## src/rtl/timer_hex_display_if.sv

```systemverilog
// Signal bundle between the BCD countdown timer and its seven-segment display stage.
// The timer side drives digits and the done flag; the display side drives segments.
interface timer_hex_display_if;
  logic [3:0] ones_digit;
  logic [3:0] tens_digit;
  logic       done;
  logic [6:0] hex0;
  logic [6:0] hex1;
  logic       blinking;

  modport master (
    output ones_digit,
    output tens_digit,
    output done,
    input  hex0,
    input  hex1,
    input  blinking
  );

  modport slave (
    input  ones_digit,
    input  tens_digit,
    input  done,
    output hex0,
    output hex1,
    output blinking
  );
endinterface

```

## src/rtl/timer_hex_display.sv

```systemverilog
// Two-digit seven-segment display stage for the countdown timer: registered decode,
// optional tens-digit blanking, and a bounded blink sequence on each rising edge of done.
module timer_hex_display #(
  parameter int unsigned BLINK_HALF_PERIOD = 25_000_000,
  parameter int unsigned BLINK_PHASES      = 6,
  parameter bit          LZB               = 1'b1
) (
  input  logic                clk,
  input  logic                reset,
  timer_hex_display_if.slave  bus
);

  localparam int unsigned PCNT_W = (BLINK_HALF_PERIOD > 1) ? $clog2(BLINK_HALF_PERIOD) : 1;
  localparam int unsigned PH_W   = $clog2(BLINK_PHASES + 1);

  localparam logic [PCNT_W-1:0] PCNT_LAST = PCNT_W'(BLINK_HALF_PERIOD - 1);
  localparam logic [PH_W-1:0]   PH_LAST   = PH_W'(BLINK_PHASES - 1);
  localparam logic [6:0]        SEG_BLANK = 7'h7F;
  localparam logic [6:0]        SEG_DASH  = 7'h3F;

  typedef enum logic [1:0] {
    SHOW      = 2'd0,
    BLINK_OFF = 2'd1,
    BLINK_ON  = 2'd2
  } state_t;

  state_t            state;
  logic [PCNT_W-1:0] pcnt;
  logic [PH_W-1:0]   ph;

  logic [3:0] ones_r;
  logic [3:0] tens_r;
  logic       done_d;
  logic       done_rise;

  logic [3:0] digit   [2];
  logic [6:0] seg_dec [2];
  logic [6:0] tens_shown;

  logic [6:0] hex0_seg;
  logic [6:0] hex1_seg;
  logic       blinking_flag;

  function automatic logic [6:0] seg_of(input logic [3:0] d);
    logic [6:0] s;
    case (d)
      4'd0:    s = 7'h40;
      4'd1:    s = 7'h79;
      4'd2:    s = 7'h24;
      4'd3:    s = 7'h30;
      4'd4:    s = 7'h19;
      4'd5:    s = 7'h12;
      4'd6:    s = 7'h02;
      4'd7:    s = 7'h78;
      4'd8:    s = 7'h00;
      4'd9:    s = 7'h10;
      default: s = SEG_DASH;
    endcase
    return s;
  endfunction

  // Stage 1: capture timer outputs; done_d gives the edge detector its history.
  always_ff @(posedge clk or posedge reset) begin
    if (reset) begin
      ones_r <= 4'd0;
      tens_r <= 4'd0;
      done_d <= 1'b0;
    end else begin
      ones_r <= bus.ones_digit;
      tens_r <= bus.tens_digit;
      done_d <= bus.done;
    end
  end

  assign done_rise = bus.done & ~done_d;

  // A fresh done edge always restarts from BLINK_OFF, even on a phase boundary.
  always_ff @(posedge clk or posedge reset) begin
    if (reset) begin
      state <= SHOW;
      pcnt  <= '0;
      ph    <= '0;
    end else if (done_rise) begin
      state <= BLINK_OFF;
      pcnt  <= '0;
      ph    <= '0;
    end else begin
      case (state)
        SHOW: begin
          pcnt <= pcnt;
        end
        BLINK_OFF, BLINK_ON: begin
          if (pcnt == PCNT_LAST) begin
            pcnt <= '0;
            ph   <= ph + PH_W'(1);
            if (ph == PH_LAST) begin
              state <= SHOW;
            end else if (state == BLINK_OFF) begin
              state <= BLINK_ON;
            end else begin
              state <= BLINK_OFF;
            end
          end else begin
            pcnt <= pcnt + PCNT_W'(1);
          end
        end
        default: begin
          state <= SHOW;
          pcnt  <= '0;
          ph    <= '0;
        end
      endcase
    end
  end

  assign digit[0] = ones_r;
  assign digit[1] = tens_r;

  for (genvar gi = 0; gi < 2; gi++) begin : g_dec
    assign seg_dec[gi] = seg_of(digit[gi]);
  end

  assign tens_shown = (LZB && (tens_r == 4'd0)) ? SEG_BLANK : seg_dec[1];

  // Stage 2: outputs follow the FSM state, so they lag it by one cycle.
  always_ff @(posedge clk or posedge reset) begin
    if (reset) begin
      hex0_seg      <= SEG_BLANK;
      hex1_seg      <= SEG_BLANK;
      blinking_flag <= 1'b0;
    end else begin
      blinking_flag <= (state != SHOW);
      if (state == BLINK_OFF) begin
        hex0_seg <= SEG_BLANK;
        hex1_seg <= SEG_BLANK;
      end else begin
        hex0_seg <= seg_dec[0];
        hex1_seg <= tens_shown;
      end
    end
  end

  assign bus.hex0     = hex0_seg;
  assign bus.hex1     = hex1_seg;
  assign bus.blinking = blinking_flag;

endmodule

```

## src/flat_wrapper.sv

```systemverilog
// flat-port wrapper written by rule: the top's interface ports become plain ports
module timer_hex_display_flat 
#(
  parameter int unsigned BLINK_HALF_PERIOD = 25_000_000,
  parameter int unsigned BLINK_PHASES      = 6,
  parameter bit          LZB               = 1'b1
)
  (clk, reset, bus_ones_digit, bus_tens_digit, bus_done, bus_hex0, bus_hex1, bus_blinking);
  timer_hex_display_if bus_i ();
  input  logic clk;
  input  logic reset;
  input wire logic [$bits(bus_i.ones_digit)-1:0] bus_ones_digit;
  input wire logic [$bits(bus_i.tens_digit)-1:0] bus_tens_digit;
  input wire logic [$bits(bus_i.done)-1:0] bus_done;
  output wire logic [$bits(bus_i.hex0)-1:0] bus_hex0;
  output wire logic [$bits(bus_i.hex1)-1:0] bus_hex1;
  output wire logic [$bits(bus_i.blinking)-1:0] bus_blinking;
  assign bus_i.ones_digit = bus_ones_digit;
  assign bus_i.tens_digit = bus_tens_digit;
  assign bus_i.done = bus_done;
  assign bus_hex0 = bus_i.hex0;
  assign bus_hex1 = bus_i.hex1;
  assign bus_blinking = bus_i.blinking;
  timer_hex_display #(.BLINK_HALF_PERIOD(BLINK_HALF_PERIOD), .BLINK_PHASES(BLINK_PHASES), .LZB(LZB)) u_core (.clk(clk), .reset(reset), .bus(bus_i));
endmodule
```

## config.mk

```make
export PLATFORM = sky130hd
export DESIGN_NAME = timer_hex_display_flat
export DESIGN_NICKNAME = d
export VERILOG_FILES = /design/src/rtl/timer_hex_display_if.sv /design/src/rtl/timer_hex_display.sv /design/src/flat_wrapper.sv
export SDC_FILE = /design/constraint.sdc
export NUM_CORES = 1
export LEC_CHECK = 0
export BUFFER_PORTS_ARGS = -buffer_cell sky130_fd_sc_hd__buf_2
export CAP_MARGIN = 20
export CELL_PAD_IN_SITES_DETAIL_PLACEMENT = 1
export CELL_PAD_IN_SITES_GLOBAL_PLACEMENT = 1
export CORE_MARGIN = 5
export CORE_UTILIZATION = 46
export DETAILED_ROUTE_END_ITERATION = 6
export HOLD_SLACK_MARGIN = 0.03
export PLACE_DENSITY = 0.77
export SKIP_LAST_GASP = 1
export SYNTH_ARGS = -nofsm -noshare
export SYNTH_HDL_FRONTEND = slang
export SYNTH_SLANG_ARGS = --single-unit
```

## constraint.sdc

```tcl
create_clock -name clk -period 2.74 [get_ports clk]
set_input_delay 0.274 -clock clk [delete_from_list [all_inputs] [get_ports clk]]
set_output_delay 0.274 -clock clk [all_outputs]
set_load 0.005 [all_outputs]
```

# After elaboration in Yosys (flattened, before gate mapping)
# Memory sizes are Yosys's and may differ from the RTL's.
# Cells that the tools add are included.
# word_totals
reg_bits	54
mem_bits_ro	224
in_bits	11
out_inout_bits	15
word_cells	40
memories	2
# mem_list
name	words	word_bits	read_ports	rd_clocked_by_memory_dff	write_ports	line_no	source
(no name shown)	16	7	1	0	0	timer_hex_display.sv:46	case (d)
(no name shown)	16	7	1	0	0	timer_hex_display.sv:46	
# classes
addsub	2
eq_ne	6
mux	14
bitwise	2
reduce_logical	5
# op_table
operator	count
$mux W25	2
$pmux W25 S2	1
$add A25 B1 Y25 const B	1
$eq A25 B25 Y1 const B	1
$mux W7	3
$mux W2	4
$mux W3	2
$pmux W3 S2	1
$logic_not A4 Y1	1
$pmux W2 S2	1
$add A3 B1 Y3 const B	1
$eq A3 B3 Y1 const B	1
$ne A3 B1 Y1 const B	1
$eq A2 B1 Y1 const B	1
$eq A2 B2 Y1 const B	1
$logic_not A2 Y1	1
$ne A2 B1 Y1 const B	1
$reduce_and A2 Y1	1
$reduce_bool A2 Y1	1
$reduce_or A2 Y1	1
$and A1 B1 Y1	1
$not A1 Y1	1

# Depth between registers and ports, before layout
# Gate-level depths: netlist of run 1.
# depth
word_depth	6
depth_mapped	7

# Worst setup path after synthesis of run 1
# Ideal clock, no wire load.
# synth_timing
path_kind	register to register
startpoint	register u_core.pcnt[0]
endpoint	register u_core.pcnt[3]
t_arrival_ns	1.996
required_time_ns	2.602
setup_slack_ns	0.606
stages_incl_launch_ff	8
n_path_buf	1
cell_sequence	dfrtp_1 > ha_1 > or4bb_1 > nor4_4 > a211oi_1 > buf_4 > a41oi_2 > a31oi_1
# synth_between
elab_chain_len	4
word_cells_on_any_way	5
# synth_rtl
element	line_no	source
start, declared	timer_hex_display.sv:28	logic [PCNT_W-1:0] pcnt;
start signal, assigned	timer_hex_display.sv:90	pcnt <= pcnt;
start signal, assigned	timer_hex_display.sv:104	pcnt <= pcnt + PCNT_W'(1);
$add A25 B1 Y25 or $eq A25 B25 Y1 (tied branches)	timer_hex_display.sv:104, timer_hex_display.sv:93	
$mux W25 (*)	timer_hex_display.sv:93	if (pcnt == PCNT_LAST) begin
$pmux W25 S2 (*)	timer_hex_display.sv:88	case (state)
$mux W25 (*)	timer_hex_display.sv:83	end else if (done_rise) begin
# Mark *: on every way between the ends. The rest lies on a longest branch, timed or not.
# A chain may end at the register's enable or synchronous reset.

# Worst setup path after layout of run 1
# layout_timing
startpoint	register u_core.pcnt[0]
endpoint	register u_core.pcnt[21]
# Same word-level chain as after synthesis.

==> flow_summary_export.csv, run 1 <==
group,metric,value,unit
placement,gp_congestion,0.814,
routing,initialDrtViolationCount,150,
timing,max_freq,0.420,GHz
routing,detailedRoute.firstPassIterationCount,4,
routing,drcViolationCount,0,
timing,report.final.setup_viol,0,
timing,finalSetupTns,0,ns
synthesis,synth-seq-area-share,0.483,
clock_network,cts_inserted_buffers,5,
synthesis,synth_edf_count,0,
job,maxCapViolations,0,
die,start_util,0.476,
placement,placed_instance_area,0.00305,sq mm
critical_path,worstPathArrival,2.58,ns
min_path,hold_class,"primary input to flip-flop",
synthesis,ys_async_sr_fraction,1.00,
critical_path,path_class,"flip-flop to flip-flop",
synthesis,mappedNetlistNets,322,
critical_path,critPathRequiredTime,2.94,ns
synthesis,yosys.cell_types.count,48,
timing,slew_viol_final,0,
critical_path,setup.reg_to_reg.worst_slack,0.36,ns
routing,vias,2285,
die,chipHeight,88.5,microns
final_layout,finalCoreUtilization,0.529,
routing,wirelength,6.45,mm
final_layout,final_area,0.00315,sq mm
timing,worst-slew-pin-transition,0.689,ns
grt,maximum_number_of_pins_on_one_net_before_global_route_repair,55,
final_layout,commonest_non_fill_non_tap_cells_in_the_layout,"sky130_fd_sc_hd__dfrtp_1 (40), sky130_fd_sc_hd__nand2_1 (34), sky130_fd_sc_hd__buf_2 (25)",
synthesis,synthesis.area_per_instance,9.57,sq um
clock_network,cts_tree,"built",
die,die_w,88.5,microns
clock_network,post_cts_buffers,0,
clock_network,cts.clk_slew.worst_paths,0.10,ns
run_status,status,"finished, final reports clean",
final_layout,final_layout_size_suffix_gt1_frac,0.196,
timing,rsz0062_at_grt,"no",
clock_network,numClockSinks,54,
placement,detail_placement_hpwl,4.53,mm
critical_path,cp_max_fo,9,
die,design.die.area,0.00783,sq mm
power,static-leakage-power,1.36,nW
critical_path,worst_setup_path_end_kind,"flip-flop",
die,ios,26,
clock_network,cts-resized-gates,0,
die,num_rows,28,
routing,routedWlPerCell,16.3,microns
routing,via_per_inst,5.77,
grt,antenna_found_initial,0,
timing,period_needed,2.38,ns
final_layout,final_nets,346,
grt,grt_pass1_vias,2330,
timing,timing.clock.skew,0.0101,ns
clock_network,clk-insertion-delay-late,0.30,ns
timing,finalHoldViolCount,0,
grt,grt_remaining_overflow,0,
clock_network,cts_htree_levels,2,
final_layout,n_fill_cell,706,
clock_network,cts_root_buf,"sky130_fd_sc_hd__clkbuf_8",
min_path,hp-start,"bus_tens_digit[3]",
final_layout,antenna_cells_inserted,0,
grt,grt_pass1_wl,11.2,mm
placement,port_buffers,25,
synthesis,postSynthCellCount,296,
power,power_per_cell_area,743,mW/mm^2
timing,post-route-period-util,0.869,
critical_path,rr_worst_depth,7,
min_path,hold_end,"u_core.tens_r[3]$_DFF_PP0_",
final_layout,area.growth.synth_to_final,11.2,%
critical_path,timing.rr.end,"u_core.pcnt[21]$_DFFE_PP0P_",
power,ir_worst_vdd,580,uV
grt,groute.usage.overall,0.179,
min_path,hold_depth,1,
synthesis,ys.flop_type,"sky130_fd_sc_hd__dfrtp_1",
clock_network,max-clock-path-buffers,2,
timing,relative_slew_slack,0.540,
critical_path,startpoint_type,"flip-flop",
routing,final_antenna_net_count,0,
die,fp.coreArea,0.00596,sq mm
final_layout,leading_cell_type_in_the_layout_fill_and_taps_excluded,"sky130_fd_sc_hd__dfrtp_1",
critical_path,worst_r2r_startpoint,"u_core.pcnt[0]$_DFFE_PP0P_",
synthesis,synth.yosys.warnings,0,
clock_network,post_cts_hold_buffer_count,1,
synthesis,syn_area,0.00283,sq mm
synthesis,synth-seq-cells,54,
==> stage by stage <==
step                      std cells  hold WS (ns)  worst slack (ns)  power, mW
after global routing            396        0.0574             0.204       2.51
after floorplan                 296         0.305             0.606       1.59
final                           396        0.0748             0.359       2.34
after CTS                       396        0.0658             0.357       2.37
after global placement          387         0.345             0.447       1.88
after detailed placement        387         0.354             0.381       1.91
==> worst max path at each step <==
stage / startpoint / end / slack (ns) / cells after the start
after floorplan: u_core.pcnt[0]$_DFFE_PP0P_ / u_core.pcnt[3]$_DFFE_PP0P_ / 0.61 / 7
after global placement: u_core.pcnt[0]$_DFFE_PP0P_ / u_core.pcnt[21]$_DFFE_PP0P_ / 0.45 / 7
after detailed placement: u_core.pcnt[1]$_DFFE_PP0P_ / u_core.pcnt[21]$_DFFE_PP0P_ / 0.38 / 7
after CTS: u_core.pcnt[0]$_DFFE_PP0P_ / u_core.pcnt[21]$_DFFE_PP0P_ / 0.36 / 7
after global routing: u_core.pcnt[1]$_DFFE_PP0P_ / u_core.pcnt[21]$_DFFE_PP0P_ / 0.20 / 7
final: u_core.pcnt[0]$_DFFE_PP0P_ / u_core.pcnt[21]$_DFFE_PP0P_ / 0.36 / 7
==> cell type report <==
cell class | instances | area, sq um | share of cell area
Sequential cell | 54 | 1370 | 0.434
Inverter | 18 | 67.6 | 0.0214
Multi-Input combinational cell | 211 | 1340 | 0.425
Tap cell | 75 | 93.8 | 0.0298
Clock buffer | 7 | 86.3 | 0.0274
Timing Repair Buffer | 30 | 190 | 0.0603
Clock inverter | 1 | 5.00 | 0.00159
==> cells by family (layout without fill, tap and decap cells) <==
family / Yosys count / count (layout) / share of synthesized area
flops: 54 / 54 / 0.483
buf+inv: 31 / 56 / 0.0459
simple gates: 111 / 111 / 0.209
compound gates: 85 / 85 / 0.196
fa+ha+maj: 15 / 15 / 0.0662
==> synthesized netlist by cell type, drive strengths merged (3+ instances only) <==
cell type	n	area, sq um
or4	3	22.5
clkbuf	9	33.8
o211ai	4	30.0
a31oi	15	93.8
a211oi	3	22.5
nor2	18	67.6
nand2	34	128
nand2b	7	43.8
o21ai	22	110
inv	18	67.6
nor3	8	40.0
nand3	18	90.1
a41oi	3	41.3
ha	15	188
a21oi	19	98.9
dfstp	14	368
nand4	7	43.8
buf	4	28.8
a211o	3	27.5
or3	3	18.8
nor4	3	55.1
dfrtp	40	1000
o21bai	5	37.5
==> worst max-delay path, cell delays in order, from the launching register on <==
cell                      delay [ns]
sky130_fd_sc_hd__dfrtp_1        0.46
sky130_fd_sc_hd__ha_1           0.27
sky130_fd_sc_hd__or4bb_1        0.54
sky130_fd_sc_hd__nor4_4         0.20
sky130_fd_sc_hd__buf_4          0.20
sky130_fd_sc_hd__a211o_2        0.26
sky130_fd_sc_hd__nor3_1         0.08
sky130_fd_sc_hd__a211o_1        0.27
==> where the power goes <==
part	internal [mW]	switching, mW
registers	0.964	0.0761
logic	0.305	0.543
clock network	0.205	0.248
==> flip-flops by register name, summed over array words and instances, names as in the netlist <==
name                 count
u_core.bus.hex1          7
u_core.ones_r            4
u_core.ph                3
u_core.bus.blinking      1
u_core.tens_r            4
u_core.pcnt             25
u_core.done_d            1
u_core.bus.hex0          7
u_core.state             2
==> routing by layer <==
layer / part of all wire / track usage
met1: 0.47 / 0.233
met2: 0.48 / 0.309
met3: 0.037 / 0.0317
met4: 0.015 / 0.0440
met5: 0 / 0
Note: power is estimated with default switching activity, not from simulation.
==> run 2: changes to the inputs <==
Settings changed: CELL_PAD_IN_SITES_DETAIL_PLACEMENT 1 to default, CELL_PAD_IN_SITES_GLOBAL_PLACEMENT 1 to default, CORE_MARGIN 5 to 2, CORE_UTILIZATION 46 to 47, PLACE_DENSITY 0.77 to 0.63.
==> flow_summary_export.csv, run 2 (synthesis results as in run 1) <==
group,metric,value,unit
run_status,status,"finished, final reports clean",
clock_network,max-clock-path-buffers,2,
final_layout,leading_cell_type_in_the_layout_fill_and_taps_excluded,"sky130_fd_sc_hd__dfrtp_1",
timing,period_needed,2.32,ns
power,ir_worst_vdd,509,uV
timing,rsz0062_at_grt,"no",
critical_path,rr_worst_depth,7,
placement,detail_placement_hpwl,3.80,mm
critical_path,crit_path_max_incr_delay,0.53,ns
power,internal-power,1.44,mW
job,maxCapViolations,0,
power,static-leakage-power,1.35,nW
timing,max_freq,0.431,GHz
grt,grt_remaining_overflow,0,
critical_path,startpoint_type,"flip-flop",
timing,report.final.setup_viol,0,
final_layout,sequential_cell_area,0.00137,sq mm
critical_path,critPathRequiredTime,2.94,ns
critical_path,cp-endpoint,"u_core.pcnt[21]$_DFFE_PP0P_",
critical_path,timing.rr.end,"u_core.pcnt[21]$_DFFE_PP0P_",
timing,timing.clock.skew,0.00577,ns
final_layout,commonest_non_fill_non_tap_cells_in_the_layout,"sky130_fd_sc_hd__dfrtp_1 (40), sky130_fd_sc_hd__nand2_1 (34), sky130_fd_sc_hd__buf_2 (25)",
timing,post-route-period-util,0.847,
placement,gp_congestion,0.807,
critical_path,worstPathArrival,2.52,ns
grt,grt_pass1_wl,9.65,mm
final_layout,largest_register_ffs,25,
power,seqPwrFrac,0.454,
final_layout,final_nets,345,
die,chipHeight,81.7,microns
die,ios,26,
die,die_w,81.7,microns
power,power_per_cell_area,729,mW/mm^2
final_layout,multi_input_area,0.00134,sq mm
power,netSwitchingPower,0.834,mW
clock_network,cts_root_buf,"sky130_fd_sc_hd__clkbuf_8",
clock_network,post_cts_hold_buffer_count,0,
power,clock_power_share,0.190,
grt,maximum_number_of_pins_on_one_net_before_global_route_repair,55,
final_layout,largest-register,"u_core.pcnt",
clock_network,post_cts_buffers,0,
clock_network,clk-insertion-delay-late,0.30,ns
die,design.die.area,0.00667,sq mm
clock_network,cts_inserted_buffers,5,
die,num_rows,28,
routing,detailedRoute.firstPassIterationCount,4,
critical_path,worst_setup_path_end_kind,"flip-flop",
routing,routedWlPerCell,14.0,microns
timing,slew_viol_final,0,
placement,port_buffers,25,
critical_path,worst_r2r_startpoint,"u_core.pcnt[0]$_DFFE_PP0P_",
final_layout,final_area,0.00312,sq mm
grt,groute.usage.overall,0.187,
critical_path,timing.critical_path.cells,"ha_1 -> or4bb_1 -> nor4_4 -> buf_4 -> a211o_2 -> nor3_1 -> a211o_1",
timing,finalSetupTns,0,ns
power,swShare,0.366,
placement,place.detailed.instances,387,
critical_path,cp_max_fo,9,
min_path,hold_class,"primary input to flip-flop",
timing,worst-slew-pin-transition,0.706,ns
critical_path,path_class,"flip-flop to flip-flop",
grt,antenna_found_initial,0,
routing,drcViolationCount,0,
final_layout,antenna_cells_inserted,0,
clock_network,numClockSinks,54,
final_layout,n_fill_cell,554,
final_layout,final_layout_size_suffix_gt1_frac,0.197,
clock_network,cts.clk_slew.worst_paths,0.10,ns
critical_path,crit_path_top_delay_cell,"sky130_fd_sc_hd__or4bb_1",
routing,vias,2245,
placement,placed_instance_area,0.00304,sq mm
routing,via_per_inst,5.68,
clock_network,cts_htree_levels,2,
placement,dpl_worst_slack,0.429,ns
routing,initialDrtViolationCount,87,
critical_path,setup.reg_to_reg.worst_slack,0.42,ns
power,combPwrFrac,0.356,
final_layout,area.growth.synth_to_final,10.2,%
timing,relative_slew_slack,0.529,
timing,finalHoldViolCount,0,
routing,final_antenna_net_count,0,
routing,wirelength,5.53,mm
die,start_util,0.482,
final_layout,layout.cells.non_filler,395,
timing,post-route-worst-setup-slack,0.418,ns
die,fp.coreArea,0.00589,sq mm
grt,grt_pass1_vias,2041,
clock_network,cts_tree,"built",
critical_path,critPathLaunch,"u_core.pcnt[0]$_DFFE_PP0P_",
power,total_power,2.28,mW
clock_network,cts-resized-gates,0,
run 2: changes by cell type in the layout (fill, tap and decap cells not counted), sizes merged:
cell,previous run,this run
dlygate4sd3,1,0
clkinv,1,2
clkbuf,7,6
run 2: layer usage:
layer	part of all wire	GRT usage
met1	0.49	0.270
met2	0.46	0.288
met3	0.036	0.0341
met4	0.012	0.0567
met5	0	0
run 2: worst min-delay path by stage:
stage / start / to / cells after the start
after floorplan: bus_done / u_core.done_d$_DFF_PP0_ / 0
after global placement: bus_tens_digit[3] / u_core.tens_r[3]$_DFF_PP0_ / 1
after detailed placement: bus_tens_digit[3] / u_core.tens_r[3]$_DFF_PP0_ / 1
after CTS: bus_tens_digit[3] / u_core.tens_r[3]$_DFF_PP0_ / 1
after global routing: bus_tens_digit[2] / u_core.tens_r[2]$_DFF_PP0_ / 1
final: bus_tens_digit[3] / u_core.tens_r[3]$_DFF_PP0_ / 1
run 2: area by class of cell:
type,instances,share of cell area
well taps,75,0.0300
repair buffers,29,0.0537
clock inverters,2,0.00441
flip-flops and latches,54,0.438
inverters,18,0.0216
multi-input cells,211,0.429
clock buffers,6,0.0232
run 2: power groups by stage:
stage	Clock [mW]	Sequential [mW]	Combinational, mW
2_1_floorplan	0	1.05	0.544
3_3_place_gp	0	1.05	0.812
3_5_place_dp	0	1.05	0.813
4_1_cts	0.449	1.04	0.820
5_1_grt	0.482	1.05	0.916
6_report	0.434	1.04	0.810
run 2: critical path, delay by kind of cell (launching register included):
family,cells,cell delay (ns)
buffers and inverters,1,0.20
AO/OA/AOI/OAI,2,0.50
adder cells (fa/ha/maj),1,0.24
AND/OR/NAND/NOR,3,0.81
flip-flops,1,0.46
run 2: per-stage QoR:
| step | utilization | hold WS, ns |
|---|---|---|
| detailed placement | 0.516 | 0.383 |
| finish | 0.531 | 0.0710 |
| floorplan | - | 0.305 |
| CTS | 0.531 | 0.0588 |
| global placement | 0.516 | 0.382 |
| global route | 0.531 | 0.0481 |
==> run 3: changes to the inputs <==
Settings changed: ABC_AREA from default to 1.
Clock period 2.74 ns to 2.2 ns, I/O delays scaled along.
==> flow_summary_export.csv, run 3 <==
group,metric,value,unit
routing,detailedRoute.firstPassIterationCount,4,
synthesis,synth-seq-area-share,0.456,
routing,initialDrtViolationCount,94,
power,total_power,2.69,mW
synthesis,synth-seq-cells,54,
grt,maximum_number_of_pins_on_one_net_before_global_route_repair,27,
critical_path,worst_r2r_startpoint,"u_core.pcnt[0]$_DFFE_PP0P_",
final_layout,area.growth.synth_to_final,14.2,%
timing,finalHoldViolCount,0,
final_layout,largest-register,"u_core.pcnt",
critical_path,path_class,"flip-flop to flip-flop",
clock_network,cts_htree_levels,2,
synthesis,yosysMostFrequentCell,"sky130_fd_sc_hd__nand2_1",
synthesis,synth_top_cells_by_count,"sky130_fd_sc_hd__nand2_1 (114), sky130_fd_sc_hd__inv_1 (50), sky130_fd_sc_hd__nor2_1 (50)",
routing,drcViolationCount,0,
critical_path,worst_setup_path_end_kind,"flip-flop",
timing,post-route-worst-setup-slack,0.534,ns
critical_path,critPathRequiredTime,2.40,ns
power,netSwitchingPower,0.891,mW
run_status,status,"finished, final reports clean",
routing,vias,2454,
critical_path,startpoint_type,"flip-flop",
final_layout,final_nets,452,
final_layout,final_layout_size_suffix_gt1_frac,0.183,
timing,post-route-period-util,0.757,
synthesis,synth_area_leaders,"sky130_fd_sc_hd__dfrtp_1 (33%), sky130_fd_sc_hd__nand2_1 (14%), sky130_fd_sc_hd__dfstp_2 (12%)",
placement,port_buffers,25,
synthesis,ys.flop_type,"sky130_fd_sc_hd__dfrtp_1",
min_path,hold_end,"u_core.done_d$_DFF_PP0_",
critical_path,rr_worst_depth,10,
final_layout,finalCoreUtilization,0.546,
timing,timing.clock.skew,0.00727,ns
routing,via_per_inst,4.87,
clock_network,max-clock-path-buffers,2,
timing,relative_slew_slack,0.665,
die,ios,26,
critical_path,cp_max_fo,16,
clock_network,cts.clk_slew.worst_paths,0.10,ns
die,design.die.area,0.00705,sq mm
grt,grt_pass1_wl,10.9,mm
timing,hold_ws,0.0490,ns
clock_network,cts_tree,"built",
clock_network,clk-insertion-delay-late,0.31,ns
synthesis,synth_edf_count,0,
die,die_w,84.0,microns
power,seqPwrFrac,0.470,
grt,groute.usage.overall,0.189,
job,maxCapViolations,0,
final_layout,largest_register_ffs,25,
synthesis,postSynthCellCount,384,
synthesis,ys_async_sr_fraction,1.00,
clock_network,cts_inserted_buffers,5,
power,static-leakage-power,1.65,nW
grt,grt_pass1_vias,2451,
die,fp.coreArea,0.00628,sq mm
placement,gp_congestion,0.920,
min_path,hp-start,"bus_done",
grt,grt_remaining_overflow,0,
synthesis,synth.yosys.warnings,0,
die,num_rows,29,
timing,worst-slew-pin-transition,0.499,ns
power,power_per_cell_area,784,mW/mm^2
power,clock_power_share,0.245,
clock_network,cts_root_buf,"sky130_fd_sc_hd__clkbuf_8",
min_path,hold_class,"primary input to flip-flop",
synthesis,yosys.cell_types.count,29,
power,internal-power,1.80,mW
routing,routedWlPerCell,12.2,microns
synthesis,synth_top_area_share,0.333,
grt,antenna_found_initial,0,
timing,slew_viol_final,0,
timing,report.final.setup_viol,0,
power,ir_worst_vdd,427,uV
timing,max_freq,0.600,GHz
critical_path,timing.rr.end,"u_core.pcnt[5]$_DFFE_PP0P_",
timing,period_needed,1.67,ns
timing,rsz0062_at_grt,"no",
final_layout,leading_cell_type_in_the_layout_fill_and_taps_excluded,"sky130_fd_sc_hd__nand2_1",
routing,final_antenna_net_count,0,
die,chipHeight,84.0,microns
power,combPwrFrac,0.285,
final_layout,antenna_cells_inserted,0,
synthesis,yosysTopAreaCell,"sky130_fd_sc_hd__dfrtp_1",
placement,detail_placement_hpwl,4.62,mm
critical_path,setup.reg_to_reg.worst_slack,0.53,ns
timing,finalSetupTns,0,ns
routing,wirelength,6.16,mm
die,start_util,0.479,
clock_network,numClockSinks,54,
synthesis,mappedNetlistNets,410,
placement,dpl_worst_slack,0.552,ns
synthesis,syn_area,0.00300,sq mm
power,swShare,0.331,
final_layout,commonest_non_fill_non_tap_cells_in_the_layout,"sky130_fd_sc_hd__nand2_1 (114), sky130_fd_sc_hd__nor2_1 (50), sky130_fd_sc_hd__inv_1 (49)",
critical_path,worstPathArrival,1.87,ns
min_path,hold_depth,1,
synthesis,synthesis.area_per_instance,7.82,sq um
## run 3: cell types whose count changed after synthesis, sizes merged, moves of 4 or more
cell,before,now
a21oi,19,4
nand2b,7,0
a31oi,15,1
xor2,0,8
or2,1,5
nor3,8,4
nand2,34,121
nand3,18,24
nor2,18,58
inv,18,52
clkbuf,9,1
## run 3: final cells by class
cell class	count	area (sq um)
timing repair buffer	37	238
tap	77	96.3
multi-input combinational	276	1430
fill	597	2850
clock buffer	7	76.3
sequential	54	1370
clock inverter	1	30.0
inverter	52	195
## run 3: worst max-delay path by stage
| stage | slack, ns | end | depth (start not counted) | from |
|---|---|---|---|---|
| after floorplan | 0.69 | u_core.bus.blinking$_DFF_PP0_ | 1 | reset |
| after global placement | 0.59 | u_core.pcnt[12]$_DFFE_PP0P_ | 10 | u_core.pcnt[0]$_DFFE_PP0P_ |
| after detailed placement | 0.55 | u_core.pcnt[5]$_DFFE_PP0P_ | 10 | u_core.pcnt[0]$_DFFE_PP0P_ |
| after CTS | 0.53 | u_core.pcnt[5]$_DFFE_PP0P_ | 10 | u_core.pcnt[0]$_DFFE_PP0P_ |
| after global routing | 0.35 | u_core.pcnt[12]$_DFFE_PP0P_ | 8 | u_core.pcnt[0]$_DFFE_PP0P_ |
| final | 0.53 | u_core.pcnt[5]$_DFFE_PP0P_ | 10 | u_core.pcnt[0]$_DFFE_PP0P_ |
## run 3: per-stage QoR
| step | instance area [sq um] | cells |
|---|---|---|
| 6_report | 3430 | 504 |
| 5_1_grt | 3430 | 504 |
| 3_5_place_dp | 3230 | 487 |
| 2_1_floorplan | 3000 | 384 |
| 4_1_cts | 3430 | 504 |
| 3_3_place_gp | 3230 | 487 |
## run 3: layer usage
layer	global-route usage	wire, microns	part of all wire
met2	0.346	3130	0.51
met1	0.226	2790	0.45
met5	0	0	0
met4	0.0469	70	0.011
met3	0.0366	157	0.025
## run 3: repair_timing
item                                    4_1_cts  5_1_grt
hold buffers                                  9        0
setup buffers                                 0        0
endpoints found under the setup margin        0        0
gates resized for setup                       0        0
hold endpoints to repair                     22        0
## run 3: logic make-up (layout without fill, tap and decap cells)
kind of cell	Yosys count	in the layout	synth area share
DFF	54	54	0.456
adders and majority gates	15	15	0.0625
and+or+nand+nor	221	221	0.323
AOI/OAI and AO/OA	30	30	0.0600
buffers and inverters	54	97	0.0700
xor gates and xnor gates	10	10	0.0292
## run 3: power groups by stage
stage	Combinational (mW)	Sequential [mW]	Clock (mW)
6_report	0.767	1.26	0.658
5_1_grt	0.880	1.28	0.714
4_1_cts	0.787	1.26	0.676
2_1_floorplan	0.532	1.29	0
3_5_place_dp	0.774	1.28	0
3_3_place_gp	0.771	1.28	0
## run 3: worst max-delay path, cell delays in order (launching register included)
cell                      delay [ns]
sky130_fd_sc_hd__dfrtp_1        0.42
sky130_fd_sc_hd__ha_1           0.23
sky130_fd_sc_hd__nand3_2        0.10
sky130_fd_sc_hd__inv_1          0.09
sky130_fd_sc_hd__nand2_1        0.05
sky130_fd_sc_hd__nor2_1         0.09
sky130_fd_sc_hd__nand2_1        0.09
sky130_fd_sc_hd__nand2_2        0.09
sky130_fd_sc_hd__nand2_4        0.14
sky130_fd_sc_hd__inv_2          0.20
sky130_fd_sc_hd__nor2_1         0.07
